[src/rtl/xoro_bus_pkg.sv]
// ---------------------------------------------------------------------------
// xoro_bus_pkg
// Shared definitions for the picorv32 native-bus fabric.
//   arb_state_t    : arbiter FSM states (IDLE / BUSY0 / BUSY1)
//   BUS_ERR_RDATA  : read data returned to a master whose transaction timed out
//   STRB_W         : byte write-strobe width of the native bus
// ---------------------------------------------------------------------------
package xoro_bus_pkg;

  typedef enum logic [1:0] {
    IDLE  = 2'd0,
    BUSY0 = 2'd1,
    BUSY1 = 2'd2
  } arb_state_t;

  localparam logic [31:0] BUS_ERR_RDATA = 32'hDEADBEEF;
  localparam int          STRB_W        = 4;

endpackage

[src/rtl/mem_arbiter.sv]
// ---------------------------------------------------------------------------
// mem_arbiter
// Two-master round-robin arbiter for the picorv32 native memory bus. Masters
// s0_/s1_ share a single downstream port m_ towards the memory controller.
// One transaction is in flight at a time; every transaction is followed by at
// least one IDLE cycle. Under contention grants alternate 0,1,0,1...
//
// Handshake (native bus): a master raises sn_valid with its request fields and
// holds them until sn_ready. sn_ready is a single-cycle completion pulse,
// combinational from m_ready in the same cycle. Dropping sn_valid before
// sn_ready aborts the transaction: the arbiter returns to IDLE, no ready.
//
// Ports
//   clk, reset            : clock, synchronous active-high reset
//   sN_valid/sN_ready     : master request / completion (N = 0,1)
//   sN_instr/wstrb/wdata/addr : master request fields
//   sN_rdata              : read data (m_rdata, qualified by sN_ready)
//   m_valid/m_ready       : downstream request / completion
//   m_instr/wstrb/wdata/addr : forwarded request fields of the granted master
//   m_rdata               : downstream read data
//   bus_err               : sticky timeout flag
//   state_dbg             : current arbiter state (arb_state_t encoding)
//
// Optional feature: define ARB_TIMEOUT_EN to enable the stall timeout. A
// granted transaction that sees no m_ready for TIMEOUT_CYCLES cycles is
// completed towards the master with BUS_ERR_RDATA and bus_err is set.
// Without the macro a stalled downstream hangs the granted master and bus_err
// is tied low.
// ---------------------------------------------------------------------------
module mem_arbiter
  import xoro_bus_pkg::*;
#(
  parameter int ADDR_W         = 32,
  parameter int TIMEOUT_CYCLES = 255
) (
  input  logic              clk,
  input  logic              reset,
  input  logic              s0_valid,
  output logic              s0_ready,
  input  logic              s0_instr,
  input  logic [3:0]        s0_wstrb,
  input  logic [31:0]       s0_wdata,
  input  logic [ADDR_W-1:0] s0_addr,
  output logic [31:0]       s0_rdata,
  input  logic              s1_valid,
  output logic              s1_ready,
  input  logic              s1_instr,
  input  logic [3:0]        s1_wstrb,
  input  logic [31:0]       s1_wdata,
  input  logic [ADDR_W-1:0] s1_addr,
  output logic [31:0]       s1_rdata,
  output logic              m_valid,
  input  logic              m_ready,
  output logic              m_instr,
  output logic [3:0]        m_wstrb,
  output logic [31:0]       m_wdata,
  output logic [ADDR_W-1:0] m_addr,
  input  logic [31:0]       m_rdata,
  output logic              bus_err,
  output logic [1:0]        state_dbg
);

  if (TIMEOUT_CYCLES < 2) begin : g_bad_timeout
    $error("mem_arbiter: TIMEOUT_CYCLES must be at least 2");
  end

  arb_state_t state;
  logic       last_grant;   // master that was granted most recently
  logic       busy0, busy1;
  logic       timeout_hit;  // granted transaction expires this cycle
  logic [31:0] rdata_mux;

  assign busy0     = (state == BUSY0);
  assign busy1     = (state == BUSY1);
  assign state_dbg = state;

`ifdef ARB_TIMEOUT_EN
  localparam int CNT_W = (TIMEOUT_CYCLES > 2) ? $clog2(TIMEOUT_CYCLES) : 1;

  logic [CNT_W-1:0] cnt;
  logic             err_q;

  // Only a master still waiting can time out; m_ready wins in the same cycle.
  assign timeout_hit = ((busy0 & s0_valid) | (busy1 & s1_valid)) & ~m_ready &
                       (cnt == CNT_W'(TIMEOUT_CYCLES - 1));

  // Counter sits at zero while IDLE, so it is clear on entry to BUSYn.
  always_ff @(posedge clk) begin
    if (reset) begin
      cnt   <= '0;
      err_q <= 1'b0;
    end else begin
      if (state == IDLE) begin
        cnt <= '0;
      end else if (!m_ready) begin
        cnt <= cnt + 1'b1;
      end
      if (timeout_hit) begin
        err_q <= 1'b1;
      end
    end
  end

  assign bus_err = err_q;
`else
  assign timeout_hit = 1'b0;
  assign bus_err     = 1'b0;
`endif

  // Arbiter FSM. On a tie the master that was not granted last wins; reset
  // value last_grant=1 lets master 0 win the first tie.
  always_ff @(posedge clk) begin
    if (reset) begin
      state      <= IDLE;
      last_grant <= 1'b1;
    end else begin
      case (state)
        IDLE: begin
          if (s0_valid && (!s1_valid || last_grant)) begin
            state      <= BUSY0;
            last_grant <= 1'b0;
          end else if (s1_valid) begin
            state      <= BUSY1;
            last_grant <= 1'b1;
          end
        end
        BUSY0: begin
          if (m_ready || !s0_valid || timeout_hit) state <= IDLE;
        end
        BUSY1: begin
          if (m_ready || !s1_valid || timeout_hit) state <= IDLE;
        end
        default: state <= IDLE;
      endcase
    end
  end

  // Downstream request mux: fields of the granted master, all zero when IDLE.
  always_comb begin
    m_valid = 1'b0;
    m_instr = 1'b0;
    m_wstrb = '0;
    m_wdata = '0;
    m_addr  = '0;
    case (state)
      BUSY0: begin
        m_valid = s0_valid;
        m_instr = s0_instr;
        m_wstrb = s0_wstrb;
        m_wdata = s0_wdata;
        m_addr  = s0_addr;
      end
      BUSY1: begin
        m_valid = s1_valid;
        m_instr = s1_instr;
        m_wstrb = s1_wstrb;
        m_wdata = s1_wdata;
        m_addr  = s1_addr;
      end
      default: ;
    endcase
  end

  // Read data is broadcast; each master qualifies it with its own ready.
  assign rdata_mux = timeout_hit ? BUS_ERR_RDATA : m_rdata;
  assign s0_rdata  = rdata_mux;
  assign s1_rdata  = rdata_mux;
  assign s0_ready  = busy0 & (m_ready | timeout_hit);
  assign s1_ready  = busy1 & (m_ready | timeout_hit);

endmodule

[config.mk]
export PLATFORM = sky130hd
export DESIGN_NAME = mem_arbiter
export DESIGN_NICKNAME = d
export VERILOG_FILES = /design/src/rtl/xoro_bus_pkg.sv /design/src/rtl/mem_arbiter.sv
export SDC_FILE = /design/constraint.sdc
export NUM_CORES = 1
export LEC_CHECK = 0
export CORE_AREA = 4 4 118 120
export DETAILED_ROUTE_END_ITERATION = 6
export DIE_AREA = 0 0 122 124
export GPL_TIMING_DRIVEN = 0
export SYNTH_ARGS = -nofsm -noshare
export SYNTH_HDL_FRONTEND = slang
export SYNTH_SLANG_ARGS = --single-unit
[constraint.sdc]
create_clock -name clk -period 1.8 [get_ports clk]
set_input_delay 0.45 -clock clk [delete_from_list [all_inputs] [get_ports clk]]
set_output_delay 0.45 -clock clk [all_outputs]
set_load 0.02 [all_outputs]
==> impl_metrics.tcl, run 1 <==
set metrics [dict create \
    cts_root_buf "clkbuf_16" \
    slew_violations 0 \
    cp_common_cell "buf_12" \
    synth_top_family_by_area "buffers and inverters" \
    leakage_uw 0.00227 \
    nets 728 \
    worst_slack_ns -0.175 \
    finalCritPeriodShare_pct 110 \
    ys_warn_count 0 \
    core_area_mm2 0.0130 \
    path_class "register to primary output" \
    hold_path_class "register to register" \
    period_minus_slack_ns 1.98 \
    netlist_area_mm2 0.00177 \
    first_pass_iters 4 \
    syn_to_final_growth_pct 246 \
    numCtsBuffers 3 \
    crit_start "state_dbg[0]" \
    grt_max_degree 11 \
    maxCapViolations 0 \
    grt_pass1_wl_mm 15.9 \
    hold_violations 0 \
    syn-num-nets 429 \
    slowest_stage "dfxtp_4" \
    antenna_found_initial 2 \
    seq_area_frac_synth_pct 3.39 \
    grt_pass1_vias 3172 \
    wl_mm 11.9 \
    required_ns 1.35 \
    ir_worst_vdd_uv 218 \
    tritoncts "yes" \
    drc 0 \
    path_clk_slew_ns 0.03 \
    dieArea_mm2 0.0151 \
    yosysUniqueCellTypes 21 \
    hold_ws_ns 0.581 \
    critPathArrivalTime_ns 1.53 \
    grt_usage_pct 13.0 \
    syn_inst 251 \
    finalSetupViolCount 72 \
    grt_overflow 0 \
    via_per_inst 4.09 \
    wl_per_cell_um 16.3 \
    row_count 42 \
    violations "setup timing" \
    start_util_pct 13.6 \
    place_hpwl_mm 9.53 \
    outcome "complete, but fails checks" \
    dieWidth_um 122 \
    skew_ns 0.000928 \
    fmax_mhz 506 \
    postRouteAntennaNets 0 \
    synthXorXnorAreaFrac_pct 0 \
    r2r_start "state_dbg[0]" \
    pin_count 314 \
    hold_start "last_grant" \
    worst_skew_pair.late_latency_ns 0.22 \
    end_kind "primary output" \
    synth_compound_area_share_pct 32.9 \
    synthMuxAreaShare_pct 0 \
    crit_chain "inv_6 > ha_4 > buf_12 > buf_12 > a22oi_2 > nor2b_4 > buf_6" \
    pwr_density_cell_mw_per_mm2 403 \
    synth_area_per_cell_um2 7.06 \
    clockBufferDepth 2 \
    fp.dieH_um 124 \
    drive_above_1_share_pct 59.7 \
    fill_cells 1220 \
    stdcell_area_mm2 0.00613 \
    numClockSinks 3 \
    rsz0062_at_grt "true" \
    drt-initial-drc-count 51 \
    htree_levels 1 \
    setup.worst_path.start_class "register" \
    ys_seq_elements 3 \
    crit_path_max_fanout 6 \
    slowest_delay_ns 0.38 \
    port_buffers 280 \
    place_area_mm2 0.00503 \
    gp_congestion 0.721 \
    synthAdderAreaFrac_pct 2.12 \
    synth_simple_gate_area_share_pct 27.3 \
    num_vias 2977 \
]
## routing by layer
metal	GRT usage (%)	vias up	wire length, um
met5	0	-	0
met4	2.38	0	85
met3	4.90	6	1330
met2	25.9	187	6550
met1	12.9	1360	3920
li1	-	1424	-
## kinds of logic after synthesis
| logic type | count (synthesis) |
|---|---|
| fa+ha+maj | 3 |
| flops | 3 |
| buf+inv | 90 |
| compound gates | 76 |
| other cells | 1 |
| simple gates | 78 |
## synth_stat cells
cell type  number  area (um^2)
a211o_1         1         8.76
a2bb2oi_2       1         15.0
dfxtp_1         3         60.1
conb_1          1         3.75
nand2_1         1         3.75
a22oi_2         1         12.5
nand4b_1        1         8.76
nand2b_1        1         6.26
buf_4          66          495
nor2_1          2         7.51
o32ai_1         2         17.5
a22oi_1        69          518
buf_2          15         75.1
clkbuf_1        7         26.3
nor2b_1        70          438
or2_2           1         6.26
a31oi_1         1         6.26
inv_1           2         7.51
and2_1          2         12.5
a21oi_1         1         5.00
ha_1            3         37.5
## final cells by class
class                      instances  area, um^2  share of cell area (%)
clock buffer                       4        78.8                    1.29
sequential                         3        67.6                    1.10
buffer                            86         873                    14.2
antenna                            2        5.00                  0.0816
timing repair buffer             296        3140                    51.2
inverter                           2        15.0                   0.245
multi-input combinational        158        1740                    28.3
tap                              176         220                    3.59
## path summary, 6_finish.rpt
check,end,slack (ns),cells past startpoint
max reg2reg,state_dbg[1],0.27,7
min reg2reg,last_grant,0.58,2
max,m_addr[3],-0.18,7
min,last_grant,0.58,2
## repair_timing
action                                 in CTS  in global routing
pin swaps                                  19                 53
endpoints found under the hold margin       0                  0
setup buffers                               2                  9
cloned                                      0                  5
setup endpoints to repair                  72                 73
hold buffers                                0                  0
gates resized for setup                   504                103
## power by group
group | switching, uW | internal, uW | total [uW]
clock network | 57.2 | 292 | 349
logic | 790 | 1250 | 2040
registers | 11.0 | 74.4 | 85.3
## flip-flops by register name, indices dropped and copies added, names as in the netlist
name        flops
last_grant      1
state_dbg       2
## worst max-delay path, delay by kind of cell, from the launching register on
kind,cells,cell delay (ns)
AOI/OAI and AO/OA,1,0.23
adders and majority gates,1,0.16
buffers and inverters,4,0.46
DFF,1,0.38
and+or+nand+nor,1,0.07
## through the flow
stage	setup TNS, ns	utilization [%]	instances	power (uW)	worst slack (ns)
final	-8.64	47.2	727	2470	-0.175
after global routing	-12.77	47.2	727	2610	-0.240
after CTS	-11.89	42.7	713	2240	-0.195
after detailed placement	-53.92	38.7	707	1620	-0.813
after global placement	-51.16	38.7	707	1600	-0.779
after floorplan	0	-	251	879	0.0361
## layout by cell type, fill, tap and decap left out, types with 3 or more instances in the layout
cell type,Yosys,routed
a22oi_2,1,70
buf_12,0,18
buf_4,66,76
buf_6,0,66
buf_8,0,8
clkbuf_16,0,8
clkdlybuf4s50_1,0,205
ha_4,0,3
nor2b_2,0,57
nor2b_4,0,13
(Power assumes the default switching activity.)
==> inputs of run 2 (changes only) <==
--- a/config.mk
+++ b/config.mk
@@ -9,6 +9,7 @@
 export DETAILED_ROUTE_END_ITERATION = 6
 export DIE_AREA = 0 0 122 124
 export GPL_TIMING_DRIVEN = 0
+export REMOVE_ABC_BUFFERS = 1
 export SYNTH_ARGS = -nofsm -noshare
 export SYNTH_HDL_FRONTEND = slang
 export SYNTH_SLANG_ARGS = --single-unit
==> run 2 against run 1 <==
Compared with the run above: the run still ends with setup timing left; sequential share of layout area up 0.39 points; clock skew hardly changed; combinational power is 20% lower; clock-buffer cell count unchanged; sequential power fell by 0.8%; total power is 16% lower; critical path depth unchanged; first-iteration DRC count up 35%; sequential cell count stayed put; final area decreased by 26%; worst setup slack lost 0.062 ns; via count down 12%; critical path type unchanged; highest routed layer is now met5.
==> impl_metrics.tcl, run 2 (synthesized netlist as in run 1, its figures left out) <==
set metrics [dict create \
    end_kind "primary output" \
    htree_levels 1 \
    skew_ns 0.00113 \
    slew_violations 0 \
    hold_start "state_dbg[1]" \
    wl_mm 14.0 \
    grt_overflow 0 \
    largest_reg_flops 2 \
    drt-initial-drc-count 69 \
    layout.cells.non_filler 589 \
    fmax_mhz 491 \
    drive_above_1_share_pct 45.5 \
    num_antenna_cells 0 \
    postRouteAntennaNets 0 \
    hold_path_class "register to register" \
    fill_cells 1344 \
    period_minus_slack_ns 2.04 \
    port_buffers 216 \
    grt_pass1_vias 2595 \
    outcome "complete, but fails checks" \
    grt_usage_pct 15.2 \
    cp_common_cell "buf_4" \
    numClockSinks 3 \
    maxCapViolations 0 \
    utilization_pct 34.8 \
    violations "setup timing" \
    layout_commonest_cell "clkdlybuf4s50_1" \
    num_vias 2631 \
    syn_to_final_growth_pct 155 \
    hold_violations 0 \
    numCtsBuffers 3 \
    required_ns 1.35 \
    setup.worst_path.start_class "register" \
    crit_chain "buf_4 > ha_4 > buf_12 > buf_6 > a22oi_2 > nor2b_1 > buf_4" \
    final_cell_mix "clkdlybuf4s50_1, buf_4, a22oi_2" \
    rsz0062_at_grt "true" \
    ir_worst_vdd_uv 361 \
    finalSetupViolCount 71 \
    placed_cells 558 \
    tritoncts "yes" \
    ctsHoldBuffers 0 \
    nets 592 \
    finalCritPeriodShare_pct 113 \
    antenna_found_initial 1 \
    slowest_delay_ns 0.34 \
    slowest_stage "dfxtp_4" \
    r2r_start "state_dbg[1]" \
    via_per_inst 4.47 \
    crit_path_max_fanout 16 \
    worst_slack_ns -0.237 \
    crit_start "state_dbg[1]" \
    worst_skew_pair.late_latency_ns 0.22 \
    grt_pass1_wl_mm 16.7 \
    leakage_uw 0.00158 \
    core_area_mm2 0.0130 \
    clockBufferDepth 2 \
    dieWidth_um 122 \
    path_clk_slew_ns 0.03 \
    pwr_density_cell_mw_per_mm2 458 \
    place_hpwl_mm 9.37 \
    cts_root_buf "clkbuf_16" \
    fp.dieH_um 124 \
    grt_max_degree 38 \
    tns_ns -11.28 \
    drc 0 \
    gp_congestion 0.700 \
    dieArea_mm2 0.0151 \
    wl_per_cell_um 23.7 \
    path_class "register to primary output" \
    row_count 42 \
    pin_count 314 \
    critPathArrivalTime_ns 1.59 \
    start_util_pct 13.6 \
    first_pass_iters 4 \
]
## run 2: metal layers
| layer | GRT usage, % | routed length [um] | up-vias |
|---|---|---|---|
| li1 | - | - | 1150 |
| met1 | 16.0 | 4970 | 1181 |
| met2 | 24.0 | 6160 | 271 |
| met3 | 12.9 | 2580 | 25 |
| met4 | 1.33 | 167 | 4 |
| met5 | 4.86 | 75 | - |
## run 2: critical path, delay by kind of cell, from the launching register on
| kind | cells | cell delay (ns) |
|---|---|---|
| simple gates | 1 | 0.07 |
| flops | 1 | 0.34 |
| buf+inv | 4 | 0.58 |
| fa+ha+maj | 1 | 0.19 |
| compound gates | 1 | 0.17 |
## run 2: path summary, 6_finish.rpt
| check | end | slack (ns) | depth (start not counted) |
|---|---|---|---|
| worst max-delay path | m_addr[26] | -0.24 | 7 |
| worst min-delay path | state_dbg[1] | 0.57 | 2 |
| worst max register to register | state_dbg[1] | 0.20 | 7 |
| worst min register to register | state_dbg[1] | 0.57 | 2 |
## run 2: area by class of cell
| type | instances | area, um^2 | share of cell area (%) |
|---|---|---|---|
| flip-flops and latches | 3 | 67.6 | 1.50 |
| well taps | 176 | 220 | 4.87 |
| repair buffers | 246 | 2590 | 57.4 |
| clock buffers | 4 | 78.8 | 1.74 |
| multi-input cells | 158 | 1550 | 34.2 |
| inverters | 2 | 15.0 | 0.332 |
## run 2: power breakdown
group	internal, uW	total, uW	leakage (uW)	switching [uW]
combinational	968	1630	0.00152	665
sequential	74.3	84.6	0.0000261	10.2
clock	292	352	0.0000382	60.1
## run 2: repair_timing
item                       4_1_cts  5_1_grt
cloned                           5        6
gates resized for setup        391      115
pin swaps                        8       13
buffers inserted                15        6
setup endpoints to repair       74       72
## run 2: per-stage QoR
step	hold WS [ns]	power, uW	instance area, um^2	setup WS [ns]
floorplan	0.532	535	1170	-1.11
global placement	0.552	1110	3560	-2.36
detailed placement	0.560	1150	3630	-1.01
CTS	0.568	1810	4040	-0.216
global route	0.592	2170	4520	-0.279
finish	0.572	2070	4520	-0.237
